`config.mk`:
```
export PLATFORM = sky130hd
export DESIGN_NAME = fetch_queue
export DESIGN_NICKNAME = d
export VERILOG_FILES = /design/src/rtl/fetch_queue_pkg.sv /design/src/rtl/fetch_fifo.sv /design/src/rtl/fetch_queue.sv
export SDC_FILE = /design/constraint.sdc
export NUM_CORES = 1
export LEC_CHECK = 0
export CAP_MARGIN = 10
export CORE_MARGIN = 3
export CORE_UTILIZATION = 59
export DETAILED_ROUTE_END_ITERATION = 7
export PLACE_DENSITY_LB_ADDON = 0.15
export SYNTH_ARGS = -nofsm -noshare
export SYNTH_HDL_FRONTEND = slang
export SYNTH_HIERARCHICAL = 1
export SYNTH_SLANG_ARGS = --single-unit
```
`constraint.sdc`:
```
create_clock -name clk -period 10.1 [get_ports clk]
set_clock_uncertainty 0.05 [all_clocks]
set_input_delay 2.02 -clock clk [delete_from_list [all_inputs] [get_ports clk]]
set_output_delay 2.02 -clock clk [all_outputs]
set_load 0.05 [all_outputs]
```
`src/rtl/fetch_queue_pkg.sv`:
```
// Shared types and constants for the SimpleRisc instruction prefetch queue.
package fetch_queue_pkg;
  localparam int INSTR_W = 32;
  localparam logic [INSTR_W-1:0] PC_INC = 32'd4;
  localparam logic [INSTR_W-1:0] SR_NOP = 32'h6800_0000;

  typedef struct packed {
    logic [INSTR_W-1:0] pc;
    logic [INSTR_W-1:0] ir;
  } fetch_entry_t;
endpackage

```
`src/rtl/fetch_fifo.sv`:
```
// Circular {PC, IR} buffer with push/pop/clear; the head entry is always visible.
module fetch_fifo
  import fetch_queue_pkg::*;
#(
  parameter int DEPTH = 4,
  localparam int PTR_W = $clog2(DEPTH),
  localparam int CNT_W = $clog2(DEPTH + 1)
) (
  input  logic             clk,
  input  logic             reset,
  input  logic             push,
  input  logic             pop,
  input  logic             clear,
  input  fetch_entry_t     wdata,
  output fetch_entry_t     head,
  output logic [CNT_W-1:0] count,
  output logic             full,
  output logic             empty
);
  fetch_entry_t entries [DEPTH];
  logic [PTR_W-1:0] rd_ptr;
  logic [PTR_W-1:0] wr_ptr;
  logic do_push;
  logic do_pop;

  assign empty   = (count == '0);
  assign full    = (count == CNT_W'(DEPTH));
  assign do_pop  = pop && !empty;
  assign do_push = push && (!full || do_pop);
  assign head    = entries[rd_ptr];

  // Payload storage needs no reset: it is only observed while count != 0.
  always_ff @(posedge clk) begin
    if (do_push && !clear) entries[wr_ptr] <= wdata;
  end

  always_ff @(posedge clk or posedge reset) begin
    if (reset) begin
      rd_ptr <= '0;
      wr_ptr <= '0;
      count  <= '0;
    end else if (clear) begin
      rd_ptr <= '0;
      wr_ptr <= '0;
      count  <= '0;
    end else begin
      if (do_push) wr_ptr <= wr_ptr + PTR_W'(1);
      if (do_pop)  rd_ptr <= rd_ptr + PTR_W'(1);
      if (do_push && !do_pop)      count <= count + CNT_W'(1);
      else if (do_pop && !do_push) count <= count - CNT_W'(1);
    end
  end
endmodule

```
`src/rtl/fetch_queue.sv`:
```
// Instruction prefetch queue: single-outstanding sequential fetch, FIFO buffering,
// interlock hold and branch flush/redirect in front of operand fetch.
module fetch_queue
  import fetch_queue_pkg::*;
#(
  parameter int                 DEPTH    = 4,
  parameter logic [INSTR_W-1:0] RESET_PC = 32'h0,
  parameter logic [INSTR_W-1:0] NOP_IR   = SR_NOP
) (
  input  logic               clk,
  input  logic               reset,
  output logic               imem_req,
  output logic [INSTR_W-1:0] imem_addr,
  input  logic               imem_valid,
  input  logic [INSTR_W-1:0] imem_data,
  input  logic               isDataInterLock,
  input  logic               is_Branch_Taken,
  input  logic [INSTR_W-1:0] branchPC,
  output logic               out_valid,
  output logic [INSTR_W-1:0] out_PC,
  output logic [INSTR_W-1:0] out_IR
);
  localparam int CNT_W = $clog2(DEPTH + 1);

  logic [INSTR_W-1:0] fetch_pc;
  logic [INSTR_W-1:0] req_pc;
  logic [INSTR_W-1:0] last_pc;
  logic               pending;
  logic               discard;
  logic [CNT_W-1:0]   fifo_count;
  logic               fifo_full;
  logic               fifo_empty;
  fetch_entry_t       head;
  fetch_entry_t       wdata;
  logic               issue;
  logic               resp;
  logic               push;
  logic               pop;

  // With no request outstanding, count + pending < DEPTH reduces to !full.
  assign issue = !reset && !pending && !is_Branch_Taken && !fifo_full;
  assign resp  = imem_valid && pending;
  assign push  = resp && !discard && !is_Branch_Taken;
  assign pop   = out_valid && !isDataInterLock && !is_Branch_Taken;

  assign wdata.pc = req_pc;
  assign wdata.ir = imem_data;

  fetch_fifo #(.DEPTH(DEPTH)) u_fifo (
    .clk   (clk),
    .reset (reset),
    .push  (push),
    .pop   (pop),
    .clear (is_Branch_Taken),
    .wdata (wdata),
    .head  (head),
    .count (fifo_count),
    .full  (fifo_full),
    .empty (fifo_empty)
  );

  assign imem_req  = issue;
  assign imem_addr = fetch_pc;
  assign out_valid = (fifo_count != '0);
  assign out_PC    = out_valid ? head.pc : last_pc;
  assign out_IR    = out_valid ? head.ir : NOP_IR;

  always_ff @(posedge clk or posedge reset) begin
    if (reset) begin
      fetch_pc <= RESET_PC;
      req_pc   <= RESET_PC;
      last_pc  <= RESET_PC;
      pending  <= 1'b0;
      discard  <= 1'b0;
    end else begin
      // out_PC keeps showing the last real head once the queue drains.
      if (!fifo_empty) last_pc <= head.pc;
      if (is_Branch_Taken) begin
        fetch_pc <= branchPC;
        discard  <= pending && !imem_valid;
        if (imem_valid) pending <= 1'b0;
      end else if (issue) begin
        req_pc   <= fetch_pc;
        fetch_pc <= fetch_pc + PC_INC;
        pending  <= 1'b1;
      end else if (resp) begin
        pending <= 1'b0;
        discard <= 1'b0;
      end
    end
  end
endmodule

```
# After elaboration in Yosys (flattened, before gate mapping)
# Memory sizes are Yosys's and may differ from the RTL's.
# Cells that the tools add are included.
[word_totals]
register_bits = 105
mem_bits_rw = 256
input_bits = 69
output_inout_bits = 98
word_cells = 73
n_memories = 1
[memory_table]
columns = ["memory", "depth", "width", "read_ports", "rd_ports_with_merged_regs", "wr", "line_no", "source"]
rows = [
  ["u_fifo.entries", 4, 64, 1, 0, 1, "fetch_fifo.sv:20", "fetch_entry_t entries [DEPTH];"],
]
[classes]
addsub = 5
eq_ne = 3
n_mux = 19
bitwise = 1
n_reduce_logical = 36
[op_table]
columns = ["cell", "count"]
rows = [
  ["32-bit 2-to-1 mux", 4],
  ["32-bit by 3-bit adder with 32-bit output (second input constant)", 1],
  ["1-bit logical AND", 14],
  ["1-bit zero test", 10],
  ["3-bit 2-to-1 mux", 3],
  ["3-bit nonzero test", 3],
  ["1-bit 2-to-1 mux", 8],
  ["2-bit 2-to-1 mux", 4],
  ["2-bit nonzero test", 4],
  ["2-bit AND reduction", 3],
  ["2-bit by 1-bit adder with 2-bit output (second input constant)", 2],
  ["3-bit by 1-bit adder with 3-bit output (second input constant)", 1],
  ["3-bit == test (second input constant)", 1],
  ["3-bit zero test", 1],
  ["3-bit by 1-bit subtractor with 3-bit output (second input constant)", 1],
  ["2-bit by 1-bit inequality test with 1-bit output (second input constant)", 1],
  ["2-bit inequality test (second input constant)", 1],
  ["1-bit logical OR", 1],
  ["1-bit inverter", 1],
]

# Longest topological paths before layout
# Gate-level depths: netlist of run 1.
[depth]
ltp_word = 11
mapped_depth = 10
mapped_depth_nobuf = 8

# Cells and area by module
# The synthesis of run 1 kept the hierarchy.
[modules_own_cells]
columns = ["mod", "n_inst", "cells_each", "area_each_um2", "seq_area_each_um2"]
rows = [
  ["fetch_fifo", 1, 398, 9793.1, 7862.5],
  ["fetch_queue", 1, 415, 4959.8, 2452.4],
]

# Worst setup path after synthesis of run 1
# OpenSTA, ideal clock, no wires.
[synth_path]
kind = "input to register"
from = "input port is_Branch_Taken"
to = "memory u_fifo/entries[0][0] (netlist name), enable pin"
setup_time_ps = 578
t_arrival_ps = 7644
t_required_ps = 9472
slack_ps = 1828
path_stages = 6
path_buffers = 3
cell_sequence = "clkbuf_8 > clkbuf_1 > nor3_1 > buf_2 > o21ai_0 > nor3b_1"
[synth_via]
elab_chain_cells = 8
word_cells_on_any_way = 9
cone_classes = "mux (2); reduce/logical (7)"
[synth_rtl]
columns = ["element", "line_no", "source"]
rows = [
  ["from (decl)", "fetch_queue.sv:17", "input logic is_Branch_Taken,"],
  ["1-bit zero test", "fetch_queue.sv:44", "assign pop = out_valid && !isDataInterLock && !is_Branch_Taken;"],
  ["1-bit logical AND", "fetch_queue.sv:44", ""],
  ["net pop", "fetch_queue.sv:38", "logic pop;"],
  ["1-bit logical AND", "fetch_fifo.sv:28", "assign do_pop = pop && !empty;"],
  ["1-bit logical OR", "fetch_fifo.sv:29", "assign do_push = push && (!full || do_pop);"],
  ["1-bit logical AND", "fetch_fifo.sv:29", ""],
  ["1-bit logical AND", "fetch_fifo.sv:34", "if (do_push && !clear) entries[wr_ptr] <= wdata;"],
  ["1-bit 2-to-1 mux", "fetch_fifo.sv:34", ""],
  ["1-bit 2-to-1 mux (implied by the code)", "fetch_fifo.sv:34", ""],
  ["to (decl)", "fetch_fifo.sv:20", ""],
]
# The timed path passes the listed nets, and every way through them passes these cells.

# Worst setup path after layout of run 1
[layout_path]
from = "input port reset"
to = "output port imem_req"
[layout_via]
elab_chain_cells = 4
[layout_rtl]
columns = ["element", "line_no", "source"]
rows = [
  ["from (decl)", "fetch_queue.sv:11", "input logic reset,"],
  ["1-bit zero test (no source line)", "n/a", ""],
  ["1-bit logical AND (3 in a row)", "fetch_queue.sv:41", "assign issue = !reset && !pending && !is_Branch_Taken && !fifo_full;"],
  ["to (decl)", "fetch_queue.sv:12", "output logic imem_req,"],
]
# Every way passes these cells.

==> qor.txt, run 1 <==
Unrepaired setup endpoints after global routing: false
I/O Pins: 167
Post-Route WL: 28.7 mm
Sw frac: 27.0%
WL/cell: 21.5 microns
Tcrit/Tclk final: 58.6%
WL met1: 11.9 mm
Unique masters post-synth: 59
WL met2: 14.5 mm
H-tree lvl count: 2
Full die area: 26900 sq um
Final Non-Filler Cells: 1338
First-pass GRT wire length: 45.7 mm
Worst Min Path Start: last_pc[15]$_DFFE_PP0N_
Vias in the first global route: 8124
Share of layout cells above drive strength 1: 25.8%
CP Buf/Inv Count: 2
Final Setup Violations: 0
GRT Total Usage: 22.3%
Placer Congestion: 0.823
CP Data Required Time: 8030 ps
CP most frequent cell: clkdlybuf4s50_1
Clock power share: 32.7%
Pleak: 6.14 nW
GRT overflow: 0
CTS tree: done
DRT antenna net count: 0
WP data arrival: 3840 ps
Slew Limit Fails: 0
FF-to-FF path depth: 6
Max VDD drop: 0.000155 V
Sequential area share after synthesis: 69.9%
Clock Path Buffers: 3
Synth async-reset ratio: 29.1%
Synth cell count leaders: edfxtp_1, dfrtp_1, mux2_2
Area Overhead vs Synth: 20.9%
Hold EP: last_pc[15]$_DFFE_PP0N_
Vias per cell: 5.80
Worst skew pair latency: 500 ps
First DRT Iteration DRCs: 578
Hold buffer count at cts: 0
Syn Nets: 888
Endpoint type of the worst setup path: output port
Ranking of synthesized cells by area: edfxtp_1, dfrtp_1, mux4_2
Synthesized area per cell: 18.1 sq um
Synth Cell Area: 14800 sq um
Fin. Hold Viols: 0
Flops & latches, synth: 361
Port Buf Inserts: 166
Seq pwr share: 48.8%
Top Family by Delay on Critical Path: buffers and inverters
Slew HR: 23.4%
Proportion of power drawn by combinational gates: 18.5%
Mapped Cells: 813
Warnings, synthesis: 6
Slew of the pin with the lowest slew margin: 1140 ps
Max-cap violations: 0
Tmin final: 5910 ps
Worst setup path category: in -> out
Worst hold stages: 1
Placed cells: 1276
Worst r2r src: u_fifo/count[0]$_DFFE_PP0P_
DRT Pass-1 Iters: 5
Highest metal used: met4
Crit path cell chain: clkdlybuf4s50_1, nor4_4, clkdlybuf4s50_1
Final #Nets: 1064
Worst min path class: reg -> reg
Setup TNS: 0 ps
EDFF count, synth: 256
Element type at the critical path start: primary input
Max Freq: 169 MHz
Total CTS buffers: 35
CTS clk-pin slew, worst paths: 50 ps
Crit-path max FO: 5
Residual DRC: 0
Post-CTS Setup Repair Bufs: 0
Ant diodes: 0
Pwr dens: 211 nW/um^2
Cell-internal power: 0.00276 W
Hpwl dp: 17.6 mm
Register-to-register setup slack: 5850 ps
Leading area contributor after synthesis: edfxtp_1
Vias: 7763
Met3 WL: 1.76 mm
Initial antenna violation count: 0
Die Y: 164 microns
Psw: 0.00102 W
Initial core utilization: 60.3%
Largest net degree at the start of global routing: 66
CORE AREA: 24500 sq um
Status: completed
Reg2reg end: u_fifo/entries[2][23]$_DFFE_PP_
Synth top area share: 52.1%
Most common cell in the netlist: edfxtp_1
CP max stage cell: clkdlybuf4s50_1
Ys flop type: edfxtp_1
# clock sinks: 361
Resized Gates After CTS: 0
Root buffer cell: clkbuf_16
Max stage delay on crit path: 880 ps
Std cell rows: 57
Horiz. Die Dim: 164 microns
## state kept, by name, summed over array words and instances, names as in the netlist, 2 cells and up
signal / flops
u_fifo/wr_ptr: 2
u_fifo/count: 3
req_pc: 32
imem_addr: 32
u_fifo/entries: 256
last_pc: 32
u_fifo/rd_ptr: 2
## cell type report
type                       count  area [sq um]
sequential                   361         10300
fill                        1497          6620
multi-input combinational    399          4210
timing repair buffer         180          1760
clock buffer                  50           982
tap                          324           405
clock inverter                12           110
inverter                      12          47.5
## routing by layer
layer	global-route usage (%)	vias up
met5	0	-
met4	5.15	0
met3	3.83	50
met2	37.4	240
met1	31.1	3976
li1	-	3497
## layout by cell type (no fill, tap or decap), drive strengths merged, types with 5 or more instances in the layout
cell,Yosys,routed
edfxtp,256,256
clkdlybuf4s50,0,165
dfrtp,105,105
mux2,103,103
mux4,64,64
clkbuf,16,50
nand2,38,38
and2,31,31
o21ai,27,27
nor2,17,17
xor2,16,16
buf,25,15
nand3,14,14
inv,12,13
xnor2,11,11
nand4,9,9
nor3,9,9
clkinv,0,8
nand2b,7,7
and3,6,6
nor3b,5,5
ha,5,5
nor4,5,5
## logic make-up (layout without fill, tap and decap cells)
logic type / after synthesis / count (layout) / synth area share [%]
DFF: 361 / 361 / 69.9
muxes: 170 / 170 / 17.9
and+or+nand+nor: 154 / 154 / 6.47
buffers and inverters: 53 / 254 / 1.76
AOI/OAI and AO/OA: 42 / 42 / 1.83
xor gates and xnor gates: 27 / 27 / 1.60
adders and majority gates: 6 / 6 / 0.560
## worst max path at each step
stage                                       startpoint                               to  slack, ps  depth (start not counted)
after global routing      u_fifo/rd_ptr[0]$_DFFE_PP0P_                       out_PC[17]       4070                          4
after CTS                                        reset                         imem_req       4170                          3
after global placement                           reset                         imem_req       4180                          3
after detailed placement                    imem_valid  u_fifo/entries[2][13]$_DFFE_PP_       4150                          6
after floorplan                        is_Branch_Taken   u_fifo/entries[0][0]$_DFFE_PP_       1830                          6
final                                            reset                         imem_req       4190                          3
## metrics by stage
| stage | hold WS (ps) | setup WS [ps] | total power (W) | util, % | cell area, sq um |
|---|---|---|---|---|---|
| detailed placement | 438 | 4150 | 0.00257 | 68.5 | 16700 |
| floorplan | 422 | 1830 | 0.00232 | - | 14800 |
| finish | 449 | 4190 | 0.00377 | 72.9 | 17800 |
| global route | 464 | 4070 | 0.00392 | 72.9 | 17800 |
| CTS | 451 | 4170 | 0.00381 | 72.9 | 17800 |
| global placement | 431 | 4180 | 0.00255 | 68.5 | 16700 |
## worst register-to-register path, stage by stage (launching register included)
cell     delay (ps)
dfrtp_1         540
nor3_2           90
buf_4           230
nor3_1          750
o21ai_0         480
nor3b_2        1040
buf_4           670
## power by group through the flow
stage	combinational [W]	clock (W)	sequential, W
floorplan	0.000439	0	0.00188
global placement	0.000693	0	0.00186
detailed placement	0.000702	0	0.00187
CTS	0.000706	0.00126	0.00184
global route	0.000735	0.00133	0.00186
finish	0.000697	0.00123	0.00184
(Power assumes the default switching activity.)
==> run 2, diff against run 1 <==
--- a/config.mk
+++ b/config.mk
@@ -7,7 +7,7 @@
 export LEC_CHECK = 0
 export CAP_MARGIN = 10
 export CORE_MARGIN = 3
-export CORE_UTILIZATION = 59
+export CORE_UTILIZATION = 56
 export DETAILED_ROUTE_END_ITERATION = 7
 export PLACE_DENSITY_LB_ADDON = 0.15
 export SYNTH_ARGS = -nofsm -noshare
==> constraint.sdc (replaced) <==
create_clock -name clk -period 5.9 [get_ports clk]
set_clock_uncertainty 0.05 [all_clocks]
set_input_delay 1.18 -clock clk [delete_from_list [all_inputs] [get_ports clk]]
set_output_delay 1.18 -clock clk [all_outputs]
set_load 0.05 [all_outputs]
==> run 2 against run 1 <==
- first-iteration DRC count grew 23%
- final cell count grew 0.60%
- non-clock buffer count shrank 1
- critical path depth grew 1
- power grew 78%
- largest cell class unchanged
- largest power group unchanged
- highest routed layer unchanged
==> qor.txt, run 2 (synthesized netlist as in run 1, its figures left out) <==
CTS tree: done
Slew Limit Fails: 0 (unchanged)
I/O Pins: 167 (unchanged)
First-pass GRT wire length: 47.5 mm (+3.8%)
Vias per cell: 5.78 (-0.33%)
Pwr dens: 373 nW/um^2 (+76%)
Final #Nets: 1064 (unchanged)
Crit path launch: u_fifo/count[1]$_DFFE_PP0P_
DRT antenna net count: 0 (unchanged)
Register-to-register setup slack: 1840 ps (-4010 ps)
Overall Power: 0.00671 W (+78%)
Full die area: 28300 sq um (+5.2%)
WP data arrival: 3650 ps (-190 ps)
Vias in the first global route: 8308 (+2.3%)
Die Y: 168 microns (+2.5%)
DRT Pass-1 Iters: 5 (unchanged)
GRT overflow: 0 (unchanged)
Max-cap violations: 0 (unchanged)
Pleak: 6.22 nW (+1.2%)
# clock sinks: 361 (unchanged)
Max reg flops: 256 (unchanged)
Clock Path Buffers: 3 (unchanged)
Root buffer cell: clkbuf_16
GRT Total Usage: 21.6% (-0.69 points)
Worst min path class: reg -> reg
Hold WS: 452 ps (+3.37 ps)
Area Overhead vs Synth: 22.1%
Hpwl dp: 18.0 mm (+2.3%)
Final Setup Violations: 0 (unchanged)
Residual DRC: 0 (unchanged)
Crit-path max FO: 33 (+28)
Worst setup path category: reg -> out
Worst r2r src: u_fifo/count[2]$_DFFE_PP0P_
Largest net degree at the start of global routing: 70 (+6.1%)
Post-Route WL: 29.8 mm (+4.0%)
CP Data Required Time: 4670 ps (-3360 ps)
Share of layout cells above drive strength 1: 26.4% (+0.54 points)
Resized Gates After CTS: 0 (unchanged)
Port Buf Inserts: 166 (unchanged)
Fin. Hold Viols: 0 (unchanged)
Max VDD drop: 0.000246 V (+59%)
Vias: 7784 (+0.27%)
Register with the most flip-flops: u_fifo/entries
Slew of the pin with the lowest slew margin: 1040 ps (-106 ps)
Endpoint type of the worst setup path: output port
Unrepaired setup endpoints after global routing: false
Post-DP Area: 16800 sq um (+0.30%)
Initial core utilization: 57.8% (-2.6 points)
Slew HR: 30.2% (+6.9 points)
Placer Congestion: 0.790 (-4.1%)
Element type at the critical path start: register
Fin area: 18000 sq um (+1.0%)
Tmin final: 4880 ps
Ant diodes: 0 (unchanged)
Worst Min Path Start: last_pc[5]$_DFFE_PP0N_
Worst skew pair latency: 510 ps (about the same)
Leading cell type in the layout, fill and taps excluded: edfxtp_1
Post-CTS Setup Repair Bufs: 0 (unchanged)
Tcrit/Tclk final: 82.7%
Final core occ: 70.5% (-2.4 points)
First DRT Iteration DRCs: 713 (+23%)
WL/cell: 22.2 microns (+3.4%)
Std cell rows: 58 (+1.8%)
Horiz. Die Dim: 168 microns (+2.5%)
Status: completed
CTS clk-pin slew, worst paths: 60 ps (about the same)
Most frequent cells in the layout: edfxtp_1, clkdlybuf4s50_1, dfrtp_1
Hold buffer count at cts: 0 (unchanged)
H-tree lvl count: 2 (unchanged)
CORE AREA: 25500 sq um (+4.4%)
Initial antenna violation count: 0 (unchanged)
Total CTS buffers: 36 (+2.9%)
Max Freq: 205 MHz
-- run 2: worst paths after layout --
kind	to	depth (start not counted)
worst max-delay path	out_IR[30]	4
worst min-delay path	last_pc[5]$_DFFE_PP0N_	1
worst max register to register	u_fifo/entries[0][14]$_DFFE_PP_	6
worst min register to register	last_pc[5]$_DFFE_PP0N_	1
max in group asynchronous	last_pc[31]$_DFFE_PP0N_	3
min in group asynchronous	u_fifo/count[2]$_DFFE_PP0P_	2
-- run 2: critical path, stage by stage, from the launching register on --
cell             delay, ps
dfrtp_1                480
nor3_2                 880
inv_1                  680
nand2b_1               250
clkdlybuf4s50_1        830
-- run 2: final cells by class --
class,count,area [sq um]
clock buffers,44,962
clock inverters,21,259
fillers,1689,7530
inverters,12,47.5
multi-input cells,399,4210
flip-flops and latches,361,10300
well taps,330,413
repair buffers,179,1800
-- run 2: where the power goes --
part | leakage (nW) | internal [W] | switching, W
clock | 0.599 | 0.00143 | 0.000918
sequential | 3.58 | 0.00298 | 0.000179
combinational | 2.04 | 0.000489 | 0.000717
total | 6.22 | 0.00490 | 0.00181
-- run 2: metal layers --
metal	global-route usage, %	wire length (microns)	vias to the layer above
li1	-	-	3505
met1	31.5	13100	3947
met2	35.0	14500	286
met3	3.57	1830	46
met4	4.91	478	0
met5	0	0	-
-- run 2: through the flow --
stage / setup WS (ps) / instances / setup TNS [ps]
after floorplan: -1530 / 813 / -392160
after detailed placement: 1350 / 1281 / 0
after global placement: 1450 / 1281 / 0
final: 1020 / 1346 / 0
after global routing: 715 / 1346 / 0
after CTS: 938 / 1346 / 0
